[config.mk]
export PLATFORM = sky130hd
export DESIGN_NAME = encoder_16_4
export DESIGN_NICKNAME = d
export VERILOG_FILES = /design/src/rtl/encoder_16_4.sv
export SDC_FILE = /design/constraint.sdc
export NUM_CORES = 1
export LEC_CHECK = 0
export CAP_MARGIN = 20
export CORE_MARGIN = 2
export CORE_UTILIZATION = 45
export DETAILED_ROUTE_END_ITERATION = 10
export PLACE_DENSITY = 0.71
export SETUP_SLACK_MARGIN = 0.2
export SLEW_MARGIN = 20
export SYNTH_ARGS = -nofsm -noshare
export SYNTH_HDL_FRONTEND = slang
export SYNTH_SLANG_ARGS = --single-unit
[constraint.sdc]
create_clock -name clk -period 2.03 [get_ports clk]
set_input_delay 0.406 -clock clk [delete_from_list [all_inputs] [get_ports clk]]
set_output_delay 0.406 -clock clk [all_outputs]
set_load 0.01 [all_outputs]
[src/rtl/encoder_16_4.sv]
// 16-line event encoder: latches rising edges on insig and serves them one at a time as a 4-bit index.
// Optional ENCODER_ROUND_ROBIN_EN: rotating-priority selection instead of lowest-index-first.
module encoder_16_4 #(
    parameter int SYNC_STAGES = 2  // legal 0..3; 0 means insig is already synchronous
) (
    input  logic        clk,
    input  logic        rst,
    input  logic [15:0] insig,
    output logic [3:0]  outsig,
    output logic        valid,
    input  logic        ready,
    output logic [15:0] pending,
    output logic        drop
);

    logic [15:0] s;
    logic [15:0] hist;
    logic [15:0] rise;
    logic [1:0]  fill_cnt;
    logic        primed;
    logic        load;
    logic        grant;
    logic [3:0]  g;
    logic [3:0]  idx;
    logic [15:0] gbit;

    generate
        if (SYNC_STAGES == 0) begin : g_nosync
            assign s = insig;
        end else begin : g_sync
            logic [15:0] sync_q [SYNC_STAGES];

            always_ff @(posedge clk) begin
                if (rst) begin
                    for (int i = 0; i < SYNC_STAGES; i++) sync_q[i] <= '0;
                end else begin
                    sync_q[0] <= insig;
                    for (int i = 1; i < SYNC_STAGES; i++) sync_q[i] <= sync_q[i-1];
                end
            end

            assign s = sync_q[SYNC_STAGES-1];
        end
    endgenerate

    // The sync chain restarts from zero, so hist stays all ones until s carries real
    // line levels again; otherwise lines held high across reset would look like new edges.
    assign primed = (fill_cnt == 2'(SYNC_STAGES));

    always_ff @(posedge clk) begin
        if (rst) begin
            fill_cnt <= '0;
            hist     <= '1;
        end else begin
            if (!primed) fill_cnt <= fill_cnt + 2'd1;
            if (primed)  hist     <= s;
        end
    end

    assign rise = s & ~hist;
    assign load = !valid || ready;

`ifdef ENCODER_ROUND_ROBIN_EN
    logic [3:0] last_grant;

    always_ff @(posedge clk) begin
        if (rst)        last_grant <= 4'hF;
        else if (grant) last_grant <= g;
    end
`endif

    // NOTE: every always_comb output gets a default first so no path leaves it unassigned (no latch).
    always_comb begin
        grant = 1'b0;
        g     = '0;
        idx   = '0;
        if (load) begin
            for (int i = 0; i < 16; i++) begin
`ifdef ENCODER_ROUND_ROBIN_EN
                idx = last_grant + 4'(i + 1);
`else
                idx = 4'(i);
`endif
                if (!grant && pending[idx]) begin
                    grant = 1'b1;
                    g     = idx;
                end
            end
        end
        gbit = grant ? (16'h0001 << g) : 16'h0000;
    end

    // A rise on a bit being granted this cycle re-arms it, so only ungranted collisions count as drops.
    always_ff @(posedge clk) begin
        if (rst) begin
            outsig  <= '0;
            valid   <= 1'b0;
            pending <= '0;
            drop    <= 1'b0;
        end else begin
            pending <= (pending & ~gbit) | rise;
            drop    <= |(rise & pending & ~gbit);
            if (load) begin
                valid <= grant;
                if (grant) outsig <= g;
            end
        end
    end

endmodule

==> flow_metrics.py, run 1 <==
metrics = {
    "cts": {
        "cts_sinks": 72,
        "h-tree-depth": 3,
        "clockRootBuffer": "clkbuf_8",
        "cts_buffers": 9,
        "hold_buffers": 0,
        "clk_pin_slew_ns": 0.08,
        "clock_path_buffers": 2,
        "clock_latency_ns": 0.35,
        "cts_tree": "yes",
    },
    "finish": {
        "drive_gt1_share_pct": 36.1,
        "design_area_um2": 4140,
        "final_nets": 406,
        "final_cells": 466,
        "num-fill-cells": 459,
        "syn_to_final_growth_pct": 48.9,
        "num_antenna_cells": 0,
    },
    "power": {
        "p_total_w": 0.00418,
        "cellPowerDensity_nw_per_um2": 1010,
        "ir_worst_vdd_uv": 725,
        "power.leakage_nw": 1.69,
    },
    "global_routing": {
        "grt_max_degree": 41,
        "antenna_found_initial": 0,
        "grt_remaining_overflow": 0,
        "grt_pass1_vias": 2224,
        "track_usage_pct": 20.3,
        "grt_pass1_wl_um": 10300,
    },
    "placed_design": {
        "finalWeightedCongestion": 0.960,
        "place_inst": 442,
        "post-dp-hpwl_um": 4320,
        "dpl_cell_area_um2": 3650,
        "io_buffers": 40,
    },
    "timing": {
        "hold_viol_final": 0,
        "rsz0062_at_grt": "true",
        "max-slew-margin-rel_pct": 67.3,
        "fin_ws_ns": -0.235,
        "post-route-period-util_pct": 112,
        "skew_ns": 0.0109,
        "fmax_mhz": 442,
        "tightestPinTransition_ns": 0.488,
        "slew_violations": 0,
        "fin_crit_ns": 2.26,
        "setup_viol": 10,
    },
    "critical_path": {
        "critPathCaptureType": "flip-flop",
        "startpoint_type": "flip-flop",
        "path_max_fanout": 6,
        "critPathKind": "reg2reg",
        "crit_required_ns": 2.25,
        "timing.critical_path.arrival_ns": 2.48,
    },
    "die": {
        "io_pins": 41,
        "core_um2": 5960,
        "dieArea_um2": 6820,
        "fp.dieH_um": 82.6,
        "rows": 28,
        "die_w_um": 82.6,
        "initial_utilization_pct": 46.7,
    },
    "detailed_routing": {
        "drt-initial-drc-count": 80,
        "postRouteAntennaNets": 0,
        "first_pass_iters": 4,
        "vias_per_cell": 5.00,
        "vias": 2328,
        "drc": 0,
        "routed_wl_um": 6440,
        "wl_per_cell_um": 13.8,
    },
    "synth": {
        "syn_area_per_cell_um2": 9.79,
        "ys_types": 56,
        "synthFlopType": "dfxtp_1",
        "synth_seq_area_share_pct": 51.8,
        "netlist_area_um2": 2780,
        "ys_ff_latch": 72,
        "synthCells": 284,
        "synth_edf_count": 0,
        "synth_nets": 304,
        "yosys_warnings": 0,
        "async_reset_ff_share_pct": 0,
    },
    "status": {
        "status": "finished with violations",
        "violations": "negative setup slack",
    },
    "job": {
        "maxCapViolations": 0,
    },
    "worst_hold_path": {
        "worstHoldPathType": "in2reg",
    },
}
-- stage by stage --
step | setup slack, ns | util, % | hold slack [ns] | setup TNS (ns)
final | -0.235 | 69.5 | 0.415 | -1.05
after global routing | -0.362 | 69.5 | 0.429 | -2.00
after global placement | -0.212 | 61.3 | 0.417 | -0.467
after CTS | -0.163 | 68.0 | 0.407 | -0.266
after floorplan | -0.0580 | - | 0.414 | -0.0580
after detailed placement | -0.252 | 61.3 | 0.420 | -0.680
-- kinds of logic (layout without fill, tap and decap cells) --
kind of cell / after synthesis / count (layout) / share of synthesized area, %
AO/OA/AOI/OAI: 60 / 60 / 14.6
XOR/XNOR: 1 / 1 / 0.315
adder cells (fa/ha/maj): 1 / 1 / 0.450
buffers and inverters: 16 / 123 / 2.83
flip-flops: 72 / 72 / 51.8
multiplexers: 14 / 14 / 5.04
AND/OR/NAND/NOR: 120 / 120 / 24.9
-- sequential cells by signal, summed over array words and instances, names as in the netlist --
signal         flops
valid              1
g_sync.sync_q     32
fill_cnt           2
hist              16
outsig             4
pending           16
drop               1
-- worst paths after layout --
path | from | to | slack (ns) | cells past startpoint
worst max-delay path | pending[4] | drop | -0.23 | 9
worst min-delay path | rst | g_sync.sync_q[0][17] | 0.42 | 2
worst max register to register | pending[4] | drop | -0.23 | 9
worst min register to register | g_sync.sync_q[0][1] | g_sync.sync_q[0][17] | 0.44 | 1
-- synthesized netlist by cell type (all sizes together) (2+ instances only) --
library cell / count / area [µm²]
a21o: 2 / 16.3
o22ai: 4 / 25.0
o31ai: 6 / 50.1
nor2: 20 / 85.1
a211oi: 2 / 15.0
nand3: 4 / 25.0
nor4: 6 / 50.0
a31oi: 2 / 12.5
o21ai: 9 / 45.0
or2: 3 / 21.3
or4: 2 / 18.8
a21oi: 23 / 119
nor2b: 36 / 225
dfxtp: 72 / 1440
buf: 2 / 15.0
nand2b: 4 / 25.0
nand3b: 3 / 22.5
clkbuf: 8 / 41.3
nand2: 29 / 111
o22a: 2 / 18.8
and2b: 2 / 16.3
mux2i: 14 / 140
or2b: 8 / 70.1
inv: 5 / 18.8
o211ai: 2 / 15.0
-- metal layers --
metal | global-route usage [%] | vias up | part of all wire, %
met1 | 24.3 | 1070 | 44
met3 | 5.76 | 14 | 4.6
li1 | - | 1186 | -
met5 | 0 | - | 0
met2 | 34.6 | 58 | 50
met4 | 7.54 | 0 | 1.7
-- worst max-delay path, cell delays in order, from the launching register on --
cell	delay, ns
dfxtp_2	0.42
nor2_1	0.10
buf_4	0.14
nand3b_1	0.12
a21oi_2	0.06
or2_4	0.31
or2_4	0.27
a221o_1	0.36
nor4_2	0.22
a41oi_1	0.14
-- power breakdown --
| part | internal, W | total, W | switching, W |
|---|---|---|---|
| Clock | 0.000795 | 0.00132 | 0.000525 |
| Sequential | 0.00160 | 0.00170 | 0.0000987 |
| Combinational | 0.000619 | 0.00116 | 0.000545 |
| Total | 0.00301 | 0.00418 | 0.00117 |
-- what timing repair did --
action | in CTS | in global routing
pin swaps | 18 | 5
cloned | 0 | 0
buffers inserted | 5 | 3
hold endpoints to repair | 0 | 0
gates resized for setup | 31 | 17
endpoints found under the setup margin | 19 | 28
-- cell usage in the layout, fill, tap and decap left out, types with 3 or more instances in the layout --
cell type,synthesis,final
dfxtp_4,0,6
buf_4,0,56
inv_1,5,5
dfxtp_2,0,9
dfxtp_1,72,57
o31ai_2,1,4
dlymetal6s2s_1,0,3
nor4_2,2,3
nor2_1,18,17
buf_6,1,5
nand2b_1,4,4
nand3b_1,3,3
clkbuf_8,1,12
clkdlybuf4s50_1,0,36
a21oi_1,22,21
o22ai_1,4,3
nor2b_1,36,36
mux2i_1,14,14
nor4_4,0,3
o21ai_2,0,6
or2b_2,8,8
nand3_1,3,3
nand2_1,28,26
-- cell type report --
cell class	instances	area, µm²	area share, %
flip-flops and latches	72	1480	35.6
multi-input cells	196	1430	34.5
repair buffers	101	880	21.2
clock buffers	12	165	3.99
well taps	75	93.8	2.27
clock inverters	4	73.8	1.78
inverters	6	22.5	0.544
Note: power is estimated with default switching activity, not from simulation.
==> inputs of run 2 (changes only) <==
--- a/config.mk
+++ b/config.mk
@@ -9,7 +9,7 @@
 export CORE_MARGIN = 2
 export CORE_UTILIZATION = 45
 export DETAILED_ROUTE_END_ITERATION = 10
-export PLACE_DENSITY = 0.71
+export PLACE_DENSITY = 0.68
 export SETUP_SLACK_MARGIN = 0.2
 export SLEW_MARGIN = 20
 export SYNTH_ARGS = -nofsm -noshare
==> constraint.sdc (replaced) <==
create_clock -name clk -period 2.4 [get_ports clk]
set_input_delay 0.48 -clock clk [delete_from_list [all_inputs] [get_ports clk]]
set_output_delay 0.48 -clock clk [all_outputs]
set_load 0.01 [all_outputs]
==> run 2 against run 1 <==
Effect of this change:
- the flow now finishes without violations
- clock skew down 0.0030 ns
- first-iteration DRC count up 34%
- wire length down 4.1%
- hold slack better by 0.018 ns
- total power down 24%
- non-clock buffer count down 36
- critical endpoint unchanged
==> flow_metrics.py, run 2 (synthesized netlist as in run 1, its figures left out) <==
metrics = {
    "timing": {
        "max-slew-margin-rel_pct": 62.7,
        "rsz0062_at_grt": "true",
        "slew_violations": 0,
        "fmax_mhz": 441,
        "hold_viol_final": 0,
        "fin_crit_ns": 2.27,
        "tightestPinTransition_ns": 0.557,
        "skew_ns": 0.00789,
        "post-route-period-util_pct": 94.5,
        "setup_viol": 0,
    },
    "cts": {
        "clk_pin_slew_ns": 0.07,
        "cts_buffers": 9,
        "cts_tree": "yes",
        "cts_sinks": 72,
        "clock_latency_ns": 0.34,
        "clock_path_buffers": 2,
        "h-tree-depth": 3,
        "hold_buffers": 0,
        "clockRootBuffer": "clkbuf_8",
    },
    "job": {
        "maxCapViolations": 0,
    },
    "finish": {
        "final_common_cell": "dfxtp_1",
        "top_register": "g_sync.sync_q",
        "reg_top3": "g_sync.sync_q: 32 flops, hist: 16 flops, pending: 16 flops",
        "final_cells": 428,
        "final_cell_mix": "dfxtp_1, clkdlybuf4s50_1, nor2b_1",
        "final_nets": 370,
        "syn_to_final_growth_pct": 33.5,
        "num_antenna_cells": 0,
        "utilization_pct": 62.3,
        "drive_gt1_share_pct": 23.2,
        "largest_register_ffs": 32,
    },
    "die": {
        "initial_utilization_pct": 46.7,
        "dieArea_um2": 6820,
        "core_um2": 5960,
        "rows": 28,
        "io_pins": 41,
        "die_w_um": 82.6,
        "fp.dieH_um": 82.6,
    },
    "detailed_routing": {
        "postRouteAntennaNets": 0,
        "first_pass_iters": 4,
        "routed_wl_um": 6180,
        "wl_per_cell_um": 14.4,
        "vias_per_cell": 5.15,
        "drt-initial-drc-count": 107,
        "drc": 0,
        "vias": 2205,
    },
    "placed_design": {
        "post-dp-hpwl_um": 4250,
        "finalWeightedCongestion": 0.950,
        "place_inst": 408,
        "io_buffers": 40,
    },
    "worst_hold_path": {
        "hold_start": "g_sync.sync_q[0][13]",
        "worstHoldPathType": "reg2reg",
    },
    "global_routing": {
        "grt_pass1_wl_um": 9750,
        "antenna_found_initial": 0,
        "grt_max_degree": 40,
        "grt_pass1_vias": 2074,
        "track_usage_pct": 19.3,
        "grt_remaining_overflow": 0,
    },
    "critical_path": {
        "critPathCaptureType": "flip-flop",
        "critPathKind": "reg2reg",
        "startpoint": "pending[5]",
        "startpoint_type": "flip-flop",
        "path_max_fanout": 6,
        "timing.critical_path.arrival_ns": 2.47,
        "r2r-start": "pending[5]",
        "crit_required_ns": 2.60,
    },
    "status": {
        "status": "finished, final reports clean",
    },
    "power": {
        "power.leakage_nw": 1.40,
        "ir_worst_vdd_uv": 461,
        "cellPowerDensity_nw_per_um2": 861,
    },
}
==> run 2: what timing repair did <==
action | 4_1_cts | 5_1_grt
pin swaps | 10 | 3
resized for setup | 21 | 5
setup buffers | 6 | 0
setup endpoints to repair | 3 | 6
==> run 2: metrics by stage <==
stage / worst slack (ns) / power (W) / hold WS [ns] / area (µm²) / TNS [ns]
after floorplan: 0.200 / 0.00196 / 0.414 / 2780 / 0
after global placement: -0.0997 / 0.00220 / 0.417 / 3360 / -0.0997
after detailed placement: -0.0713 / 0.00222 / 0.421 / 3360 / -0.0713
after CTS: 0.169 / 0.00321 / 0.438 / 3690 / 0
after global routing: 0.00624 / 0.00338 / 0.455 / 3710 / 0
final: 0.131 / 0.00319 / 0.434 / 3710 / 0
==> run 2: critical path: stages, from the launching register on <==
cell and delay (ns):
dfxtp_4 0.38, nor3b_1 0.16, nor3_2 0.25, o22ai_1 0.12
or2_4 0.27, buf_4 0.16, o31ai_4 0.26, o22ai_2 0.13
nor4_2 0.26, a41oi_1 0.15
==> run 2: power breakdown <==
part / internal, W / switching (W)
Sequential: 0.00135 / 0.0000823
Combinational: 0.000413 / 0.000413
Clock: 0.000523 / 0.000411
Total: 0.00229 / 0.000906
==> run 2: cell type report <==
class / count / area (µm²)
inverter: 6 / 22.5
tap: 75 / 93.8
multi-input combinational: 196 / 1360
clock buffer: 11 / 151
timing repair buffer: 65 / 587
fill: 531 / 2240
sequential: 72 / 1460
clock inverter: 3 / 42.5
==> run 2: routing by layer <==
metal / GRT usage, % / part of all wire [%] / vias to the layer above
met5: 0 / 0 / -
met4: 8.20 / 1.9 / 0
met3: 5.11 / 4.5 / 10
met2: 32.1 / 49 / 58
met1: 23.5 / 45 / 1028
li1: - / - / 1109
==> run 2: path summary, 6_finish.rpt <==
| kind | endpoint | slack [ns] | cells after the start |
|---|---|---|---|
| worst min-delay path | g_sync.sync_q[0][29] | 0.43 | 1 |
| worst max-delay path | drop | 0.13 | 9 |
| worst max register to register | drop | 0.13 | 9 |
| worst min register to register | g_sync.sync_q[0][29] | 0.43 | 1 |
==> inputs of run 3 (changes only) <==
--- a/config.mk
+++ b/config.mk
@@ -7,10 +7,10 @@
 export LEC_CHECK = 0
 export CAP_MARGIN = 20
 export CORE_MARGIN = 2
-export CORE_UTILIZATION = 45
+export CORE_UTILIZATION = 53
 export DETAILED_ROUTE_END_ITERATION = 10
-export PLACE_DENSITY = 0.68
-export SETUP_SLACK_MARGIN = 0.2
+export PLACE_DENSITY = 0.78
+export RECOVER_POWER = 100
 export SLEW_MARGIN = 20
 export SYNTH_ARGS = -nofsm -noshare
 export SYNTH_HDL_FRONTEND = slang
==> run 3 against run 2 <==
Effect of this change:
- wire length down 2.4%
- global-route usage up 2.0 points
- sequential share of layout area up 0.16 points
- total power down 0.50%
- non-clock buffer count up 2
- first-iteration DRC count up 40%
==> flow_metrics.py, run 3 (synthesized netlist as in run 1, its figures left out) <==
metrics = {
    "critical_path": {
        "startpoint_type": "flip-flop",
        "timing.critical_path.arrival_ns": 2.43,
        "crit_family": "compound AO/OA/AOI/OAI gates",
        "slowest_stage": "dfxtp_2",
        "slowest_delay_ns": 0.37,
        "path_buf_inv": 1,
        "critPathCaptureType": "flip-flop",
        "crit_chain": "nor4_2, o31ai_2, o311ai_4, nand3_2, buf_4, o31ai_2, o22ai_1, nor4_2, a41oi_1",
        "crit_required_ns": 2.60,
        "path_max_fanout": 6,
        "critPathKind": "reg2reg",
    },
    "power": {
        "power.leakage_nw": 1.44,
        "cellPowerDensity_nw_per_um2": 864,
        "p_total_w": 0.00318,
        "ir_worst_vdd_uv": 638,
    },
    "detailed_routing": {
        "vias_per_cell": 5.23,
        "postRouteAntennaNets": 0,
        "drt-initial-drc-count": 150,
        "drc": 0,
        "routed_wl_um": 6030,
        "first_pass_iters": 4,
        "wl_per_cell_um": 14.1,
        "vias": 2234,
    },
    "timing": {
        "skew_ns": 0.00571,
        "worst_hold_slack_ns": 0.437,
        "setup_viol": 0,
        "hold_viol_final": 0,
        "slew_violations": 0,
        "tightestPinTransition_ns": 1.07,
        "finalSetupTns_ns": 0,
        "fmax_mhz": 448,
        "rsz0062_at_grt": "false",
        "max-slew-margin-rel_pct": 28.9,
        "post-route-period-util_pct": 93.1,
        "fin_crit_ns": 2.23,
    },
    "die": {
        "dieArea_um2": 5840,
        "die_w_um": 76.4,
        "core_um2": 5070,
        "fp.dieH_um": 76.4,
        "initial_utilization_pct": 54.8,
        "rows": 26,
        "io_pins": 41,
    },
    "finish": {
        "syn_to_final_growth_pct": 32.4,
        "final_common_cell": "dfxtp_1",
        "num_antenna_cells": 0,
        "utilization_pct": 72.5,
        "top_register": "g_sync.sync_q",
        "final_cells": 427,
        "largest_register_ffs": 32,
        "num-fill-cells": 408,
        "final_cell_mix": "dfxtp_1, nor2b_1, nand2_1",
        "drive_gt1_share_pct": 22.4,
        "final_nets": 372,
        "reg_top3": "g_sync.sync_q: 32 flops, hist: 16 flops, pending: 16 flops",
    },
    "global_routing": {
        "grt_pass1_wl_um": 9650,
        "grt_max_degree": 56,
        "antenna_found_initial": 0,
        "grt_pass1_vias": 2055,
        "track_usage_pct": 21.2,
        "grt_remaining_overflow": 0,
    },
    "placed_design": {
        "post-dp-hpwl_um": 4220,
        "place_inst": 407,
        "io_buffers": 40,
        "finalWeightedCongestion": 0.864,
    },
    "cts": {
        "h-tree-depth": 3,
        "cts_sinks": 72,
        "clk_pin_slew_ns": 0.07,
        "clockRootBuffer": "clkbuf_8",
        "cts_buffers": 9,
        "cts_tree": "yes",
        "hold_buffers": 0,
        "clock_latency_ns": 0.34,
        "clock_path_buffers": 2,
    },
    "worst_hold_path": {
        "worstHoldPathType": "reg2reg",
    },
    "status": {
        "status": "finished, final reports clean",
    },
    "job": {
        "maxCapViolations": 0,
    },
}
-- run 3: changes by cell type in the layout (fill, tap and decap cells not counted), moves of 4 or more --
cell,delta
o21ai_2,+4
o21ai_1,-4
clkbuf_1,+7
dlygate4sd3_1,+19
clkdlybuf4s50_1,-19
-- run 3: worst reg2reg max path: stages, from the launching register on --
cell and delay (ns):
dfxtp_2 0.37, nor4_2 0.30, o31ai_2 0.13, o311ai_4 0.12, nand3_2 0.16, buf_4 0.19, o31ai_2 0.29, o22ai_1 0.13
nor4_2 0.27, a41oi_1 0.13
-- run 3: final cells by class --
class                   instances  area (µm²)  share of cell area (%)
inverters                       6        22.5                   0.612
flip-flops and latches         72        1450                    39.4
multi-input cells             196        1350                    36.6
repair buffers                 67         578                    15.7
well taps                      70        87.6                    2.38
clock buffers                  11         141                    3.84
clock inverters                 5        56.3                    1.53
-- run 3: layer usage --
metal / track usage [%] / share of wire, %
met5: 0 / 0
met4: 9.27 / 1.5
met3: 5.09 / 4.6
met2: 35.5 / 49
met1: 26.1 / 45
-- run 3: repair_timing --
item                       CTS  global route
setup endpoints to repair    0             1
buffers inserted             0             4
gates resized for setup      0            23
-- run 3: path summary, 6_finish.rpt --
| path | from | to | slack (ns) | depth (start not counted) |
|---|---|---|---|---|
| worst max-delay path | pending[3] | drop | 0.17 | 9 |
| worst min-delay path | g_sync.sync_q[0][13] | g_sync.sync_q[0][29] | 0.44 | 1 |
| worst max register to register | pending[3] | drop | 0.17 | 9 |
| worst min register to register | g_sync.sync_q[0][13] | g_sync.sync_q[0][29] | 0.44 | 1 |
-- run 3: where the power goes --
part | internal, W | switching, W | total [W]
sequential | 0.00135 | 0.0000816 | 0.00143
combinational | 0.000396 | 0.000410 | 0.000806
clock | 0.000507 | 0.000432 | 0.000938
total | 0.00226 | 0.000923 | 0.00318
-- run 3: metrics by stage --
step,area (µm²),worst slack (ns)
finish,3680,0.167
global route,3680,0.00523
CTS,3580,0.0336
detailed placement,3380,0.0239
global placement,3380,0.00961
floorplan,2780,0.200
